### src/rtl/linear_network_gather_seq_if.sv
// linear_network_gather_seq_if: node-to-sink gather bus bundle
// Ports (slave = gather block side):
//   i_valid    per-node valid, bit k is node k
//   i_data_bus node k word at [k*DATA_WIDTH +: DATA_WIDTH]
//   o_ready    per-node accept, one-hot or zero
//   o_valid    output slot holds a word
//   o_data_bus granted word
//   o_src_id   node index the word came from
//   i_ready    sink accepts the output word this cycle
//   i_en       enables new grants; the slot still drains when low
interface linear_network_gather_seq_if #(
    parameter int DATA_WIDTH = 32,
    parameter int NUM_NODE   = 4
);
    localparam int COMMMAND_WIDTH = $clog2(NUM_NODE);
    logic [NUM_NODE-1:0]            i_valid;
    logic [DATA_WIDTH*NUM_NODE-1:0] i_data_bus;
    logic [NUM_NODE-1:0]            o_ready;
    logic                           o_valid;
    logic [DATA_WIDTH-1:0]          o_data_bus;
    logic [COMMMAND_WIDTH-1:0]      o_src_id;
    logic                           i_ready;
    logic                           i_en;
    modport slave (
        input  i_valid, i_data_bus, i_ready, i_en,
        output o_ready, o_valid, o_data_bus, o_src_id
    );
    modport master (
        output i_valid, i_data_bus, i_ready, i_en,
        input  o_ready, o_valid, o_data_bus, o_src_id
    );
endinterface

### src/rtl/linear_network_gather_seq.sv
// linear_network_gather_seq: round-robin gather of NUM_NODE node words into one registered output slot
// Ports:
//   clk  rising-edge clock
//   rst  asynchronous active-high reset
//   bus  gather bundle (slave modport): node valid/data/ready in, output slot valid/data/src id out,
//        sink ready and grant enable in
module linear_network_gather_seq #(
    parameter int DATA_WIDTH = 32,
    parameter int NUM_NODE   = 4
) (
    input  logic                               clk,
    input  logic                               rst,
    linear_network_gather_seq_if.slave         bus
);
    localparam int COMMMAND_WIDTH = $clog2(NUM_NODE);
    localparam logic [COMMMAND_WIDTH-1:0] LAST = COMMMAND_WIDTH'(NUM_NODE - 1);

    logic                      o_valid_q, o_valid_d;
    logic [DATA_WIDTH-1:0]     o_data_q, o_data_d;
    logic [COMMMAND_WIDTH-1:0] o_src_q, o_src_d;
    logic [COMMMAND_WIDTH-1:0] rr_ptr_q, rr_ptr_d;
    logic [COMMMAND_WIDTH-1:0] gnt, cand;
    logic                      found, load;

    // Walk the nodes starting at rr_ptr, wrapping at NUM_NODE (not at 2^width),
    // and take the first valid one.
    always_comb begin
        gnt   = '0;
        found = 1'b0;
        cand  = rr_ptr_q;
        for (int i = 0; i < NUM_NODE; i++) begin
            if (!found && bus.i_valid[cand]) begin
                gnt   = cand;
                found = 1'b1;
            end
            cand = (cand == LAST) ? '0 : cand + 1'b1;
        end
    end

    // Gating with rst keeps o_ready low while reset is held.
    assign load = !rst & bus.i_en & (!o_valid_q | bus.i_ready) & found;

    always_comb begin
        o_valid_d = load | (o_valid_q & !bus.i_ready);
        o_data_d  = load ? bus.i_data_bus[gnt*DATA_WIDTH +: DATA_WIDTH] : o_data_q;
        o_src_d   = load ? gnt : o_src_q;
        rr_ptr_d  = load ? ((gnt == LAST) ? '0 : gnt + 1'b1) : rr_ptr_q;
    end

    always_ff @(posedge clk or posedge rst) begin
        if (rst) begin
            o_valid_q <= 1'b0;
            o_data_q  <= '0;
            o_src_q   <= '0;
            rr_ptr_q  <= '0;
        end else begin
            o_valid_q <= o_valid_d;
            o_data_q  <= o_data_d;
            o_src_q   <= o_src_d;
            rr_ptr_q  <= rr_ptr_d;
        end
    end

    assign bus.o_ready    = load ? (NUM_NODE'(1) << gnt) : '0;
    assign bus.o_valid    = o_valid_q;
    assign bus.o_data_bus = o_data_q;
    assign bus.o_src_id   = o_src_q;
endmodule

### src/flat_wrapper.sv
// flat-port wrapper written by rule: the top's interface ports become plain ports
module linear_network_gather_seq_flat 
#(
    parameter int DATA_WIDTH = 32,
    parameter int NUM_NODE   = 4
)
  (clk, rst, bus_i_valid, bus_i_data_bus, bus_i_ready, bus_i_en, bus_o_ready, bus_o_valid, bus_o_data_bus, bus_o_src_id);
  linear_network_gather_seq_if #(.DATA_WIDTH(DATA_WIDTH), .NUM_NODE(NUM_NODE)) bus_i ();
  input  logic clk;
  input  logic rst;
  input wire logic [$bits(bus_i.i_valid)-1:0] bus_i_valid;
  input wire logic [$bits(bus_i.i_data_bus)-1:0] bus_i_data_bus;
  input wire logic [$bits(bus_i.i_ready)-1:0] bus_i_ready;
  input wire logic [$bits(bus_i.i_en)-1:0] bus_i_en;
  output wire logic [$bits(bus_i.o_ready)-1:0] bus_o_ready;
  output wire logic [$bits(bus_i.o_valid)-1:0] bus_o_valid;
  output wire logic [$bits(bus_i.o_data_bus)-1:0] bus_o_data_bus;
  output wire logic [$bits(bus_i.o_src_id)-1:0] bus_o_src_id;
  assign bus_i.i_valid = bus_i_valid;
  assign bus_i.i_data_bus = bus_i_data_bus;
  assign bus_i.i_ready = bus_i_ready;
  assign bus_i.i_en = bus_i_en;
  assign bus_o_ready = bus_i.o_ready;
  assign bus_o_valid = bus_i.o_valid;
  assign bus_o_data_bus = bus_i.o_data_bus;
  assign bus_o_src_id = bus_i.o_src_id;
  linear_network_gather_seq #(.DATA_WIDTH(DATA_WIDTH), .NUM_NODE(NUM_NODE)) u_core (.clk(clk), .rst(rst), .bus(bus_i));
endmodule
### config.mk
export PLATFORM = sky130hd
export DESIGN_NAME = linear_network_gather_seq_flat
export DESIGN_NICKNAME = d
export VERILOG_FILES = /design/src/rtl/linear_network_gather_seq_if.sv /design/src/rtl/linear_network_gather_seq.sv /design/src/flat_wrapper.sv
export SDC_FILE = /design/constraint.sdc
export NUM_CORES = 1
export LEC_CHECK = 0
export CORE_ASPECT_RATIO = 0.6
export CORE_MARGIN = 3
export CORE_UTILIZATION = 33
export DETAILED_ROUTE_END_ITERATION = 10
export PLACE_DENSITY = 0.78
export SYNTH_ARGS = -nofsm -noshare
export SYNTH_HDL_FRONTEND = slang
export SYNTH_SLANG_ARGS = --single-unit
### constraint.sdc
create_clock -name clk -period 3.6 [get_ports clk]
set_input_delay 0.9 -clock clk [delete_from_list [all_inputs] [get_ports clk]]
set_output_delay 0.9 -clock clk [all_outputs]
set_load 0.05 [all_outputs]
After elaboration in Yosys (flattened, before gate mapping) --
Cells that the tools add are included.
Word-level totals: register bits 37, output and inout bits 39, input bits 136
Cells by class: eq/ne operators 4, bitwise logic cells 6, $lt $le $gt $ge 4, shift-type cells 2, add/sub/neg operators 4, multiplexer cells 21, reductions and logical operators 9
Operators with widths (count):
- $shiftx 128x8->32 | 1
- $mux 2 | 8
- $lt 2x3->1 const B | 4
- $add 2x1->2 const B | 4
- $bmux 1 s2 | 4
- $eq 2x2->1 const B | 4
- $mux 1 | 8
- $logic_not 1->1 | 6
- $and 1x1->1 | 4
- $mux 4 | 1
- $shl 1x2->4 const A | 1
- $logic_and 1x1->1 | 3
- $or 1x1->1 | 2

Logic depth before layout (Yosys ltp) --
Gate-level depths: netlist of run 1.
depth in word-level cells 14, mapped depth 11

Worst setup path after synthesis of run 1 --
Ideal clock, no wire load.
path type input to output, start in rst, end out bus_o_ready[2], setup slack -1014 ps, data arrival time 3714 ps, path buffers 2, cell stages on the path 6, required time 2700 ps, cell sequence inv_1 -> o2111ai_1 -> or2_2 -> buf_2 -> buf_2 -> nor3_1
Between the ends: word-level cells in the longest chain between the ends 5
Ends and longest elaborated chain:
- start: declaration | line flat_wrapper.sv:10 | input logic rst;
- $logic_not 1->1 | line linear_network_gather_seq.sv:41 | assign load = !rst & bus.i_en & (!o_valid_q | bus.i_ready) & found;
- $and 1x1->1 (3 in series) | line linear_network_gather_seq.sv:41
- $mux 4 | line linear_network_gather_seq.sv:64 | assign bus.o_ready = load ? (NUM_NODE'(1) << gnt) : '0;
- end: declaration | line flat_wrapper.sv:15 | output wire logic [$bits(bus_i.o_ready)-1:0] bus_o_ready;
No other way between the ends.

Worst setup path in the final report of run 1 --
start reg u_core.rr_ptr_q[0], end out bus_o_ready[3]
Between the ends: word-level cells in the longest chain between the ends 14, elaborated cells on any way between the ends 34, those cells by class add/sub: 3; eq/ne: 3; shift: 1; mux: 20; bitwise: 1; reduce/logical: 6
Ends and longest elaborated chain:
- start: declaration | line linear_network_gather_seq.sv:21 | logic [COMMMAND_WIDTH-1:0] rr_ptr_q, rr_ptr_d;
- start signal: assignment | line linear_network_gather_seq.sv:60 | rr_ptr_q <= rr_ptr_d;
- parallel branches: the longest is 13 deep, another holds $add 2x1->2
- $mux 4 * | line linear_network_gather_seq.sv:64
Every way passes the cells marked *. The select of a mux whose other input is x is not followed.

==> results of run 1 <==
-- worst max-delay path, stage by stage (launching register included) --
cell and delay (ns):
dfrtp_1 0.38, ha_1 0.40, a211o_1 0.29, a21oi_1 0.23, o21ai_2 0.17, o31ai_4 0.37
buf_4 0.22, nor3_4 0.04, buf_4 0.18
-- registers in the layout (all words and copies together) (netlist names) --
signal,count
u_core.rr_ptr_q,2
u_core.bus.o_src_id,2
u_core.bus.o_valid,1
u_core.bus.o_data_bus,32
-- worst paths after layout --
kind | from | endpoint | slack, ns
setup / recovery | u_core.rr_ptr_q[0] | bus_o_ready[3] | 0.16
hold / removal | u_core.bus.o_data_bus[16] | u_core.bus.o_data_bus[16] | 0.48
setup reg to reg | u_core.rr_ptr_q[0] | u_core.bus.o_data_bus[10] | 0.52
hold reg to reg | u_core.bus.o_data_bus[16] | u_core.bus.o_data_bus[16] | 0.48
max in group asynchronous | rst | u_core.bus.o_data_bus[22] | 2.12
min in group asynchronous | rst | u_core.bus.o_valid | 1.16
-- cell usage after synthesis (2+ instances only) --
| master | n | share of area [%] |
|---|---|---|
| mux2i_1 | 55 | 21 |
| nand2_1 | 39 | 5.6 |
| dfrtp_1 | 37 | 35 |
| o221ai_1 | 23 | 7.6 |
| buf_2 | 15 | 2.9 |
| o21ai_0 | 13 | 2.5 |
| nand3_1 | 11 | 2.1 |
| o211ai_1 | 11 | 3.1 |
| a21o_1 | 9 | 2.6 |
| buf_4 | 4 | 1.1 |
| clkbuf_1 | 4 | 0.57 |
| inv_1 | 4 | 0.57 |
| mux2_2 | 4 | 1.7 |
| nor2_1 | 4 | 0.57 |
| nor3_1 | 3 | 0.57 |
| o2111ai_1 | 3 | 1.0 |
| a21oi_1 | 2 | 0.38 |
| a32o_1 | 2 | 0.76 |
| nand2b_1 | 2 | 0.47 |
| nor2b_1 | 2 | 0.47 |
| o21ai_1 | 2 | 0.38 |
| or4b_1 | 2 | 0.76 |
-- cell families (layout without fill, tap and decap cells) --
group / Yosys count / after routing / synth area share, %
DFF: 37 / 37 / 35.2
buffers and inverters: 29 / 216 / 6.13
adders and majority gates: 1 / 1 / 0.475
AOI/OAI and AO/OA: 76 / 76 / 22.3
muxes: 60 / 60 / 23.1
and+or+nand+nor: 69 / 69 / 12.5
xor gates and xnor gates: 1 / 1 / 0.333
-- power by group --
part	switching, mW	total, mW	internal [mW]
clock	0.156	0.409	0.253
combinational	2.05	3.54	1.48
sequential	0.101	0.713	0.612
total	2.31	4.66	2.35
-- area by class of cell --
type | instances | share of cell area [%]
Clock buffer | 5 | 2.62
Clock inverter | 3 | 0.366
Inverter | 4 | 0.392
Multi-Input combinational cell | 207 | 34.0
Sequential cell | 37 | 19.4
Tap cell | 104 | 2.72
Timing Repair Buffer | 204 | 40.6
-- per-layer routing --
layer / vias to the layer above / global-route usage (%)
met2: 119 / 33.8
li1: 1410 / -
met1: 1351 / 26.3
met5: - / 0
met4: 0 / 2.48
met3: 4 / 7.13
-- repair_timing --
| action | in CTS | in global routing |
|---|---|---|
| setup endpoints to repair | 5 | 4 |
| pin swaps | 2 | 3 |
| buffers inserted | 0 | 1 |
| endpoints found under the hold margin | 0 | 0 |
| resized for setup | 7 | 11 |
==> flow_summary.yaml, run 1 <==
route:
  wl_per_cell_um: 16.7
  num_vias: 2884
  met3_length_um: 894
  top_layer_used: "met4"
  route.met2.wl_um: 4340
  routed_wl_um: 9400
  viasPerCell: 5.11
  initialDrtViolationCount: 150
  dr.pass1.iters: 4
  drc_errors: 0
  final_antenna_net_count: 0
  wl_met1_um: 4130
cells_and_area:
  fin_nets: 596
  final_cells: 564
  drive_above_1_share_pct: 14.3
  fin_util_pct: 63.7
  syn_to_final_growth_pct: 81.7
  regArea_um2: 926
  final_common_cell: "clkdlybuf4s50_1"
  final_cell_mix: "clkdlybuf4s50_1, mux2i_1, nand2_1"
  fin_area_um2: 4780
  multi_input_area_um2: 1630
  fillers: 613
  n_antenna_cell: 0
timing:
  hold_viol: 0
  min_period_ns: 3.44
  fin_skew_ns: 0.00837
  setup_tns_ns: 0
  setup_viol: 0
  finalWorstSetupSlack_ns: 0.160
  max_freq_mhz: 291
  min_period_over_period_pct: 95.6
  worstMarginPinSlew_ns: 0.545
  fin_worst_hold_slack_ns: 0.483
  slew_headroom_pct: 63.6
  rsz0062_at_grt: "false"
  slew_violations: 0
synth:
  avgSynthCellArea_um2: 9.65
  async_flop_share_pct: 100
  synthFlopType: "dfrtp_1"
  yosysUniqueCellTypes: 44
  syn_nets: 410
  synth-seq-cells: 37
  yosysSeqAreaShare_pct: 35.2
  syn_inst: 273
  netlist_area_um2: 2630
  synth-edff-count: 0
  ys_warn_count: 0
pwr:
  leakage_nw: 1.97
  pwr_density_cell_nw_per_um2: 974
  ir_drop_uv: 436
  finalPower_mw: 4.66
critical_path:
  setup.worst_path.class: "register to output port"
  cp-end-kind: "output port"
  start_kind: "register"
  cp_max_fo: 8
  arrival_ns: 2.54
  worstPathRequired_ns: 2.70
  rr_worst_depth: 11
placement:
  io_buffers: 174
  place_ws_ns: -0.324
  dp_hpwl_um: 7760
  dp_cells: 555
  gp_congestion: 0.882
  placed_area_um2: 4630
global_route:
  grt_pass1_vias: 3009
  grt_pass1_wl_um: 14800
  gr-total-overflow: 0
  antenna_found_initial: 0
  grtUsageTotal_pct: 20.2
  grt_max_degree: 39
clock_tree:
  cts_sinks: 37
  cts_tree: "done"
  cts_buffers: 5
  cts.path.max_buffers: 2
  root_buffer: "clkbuf_16"
  clk_latency_ns: 0.27
  cts-htree-levels: 2
  clkTransAtPathRegs_ns: 0.06
  holdBufCountCts: 0
die:
  io_pins: 175
  core-area_um2: 7510
  die_area_um2: 9120
  die_w_um: 121
  start_util_pct: 35.1
  num_rows: 24
  fp.dieH_um: 75.2
hold_path:
  min-delay-path-class: "register to register"
  hold_depth: 2
run_status:
  status: "completed"
flow_run:
  cap_violations: 0
Power figures use the tool's default switching activity.
==> inputs of run 2 (changes only) <==
- CAP_MARGIN: default -> 15
==> results of run 2 <==
Same layout as run 1: the final DEF is identical, and so are final timing and power.
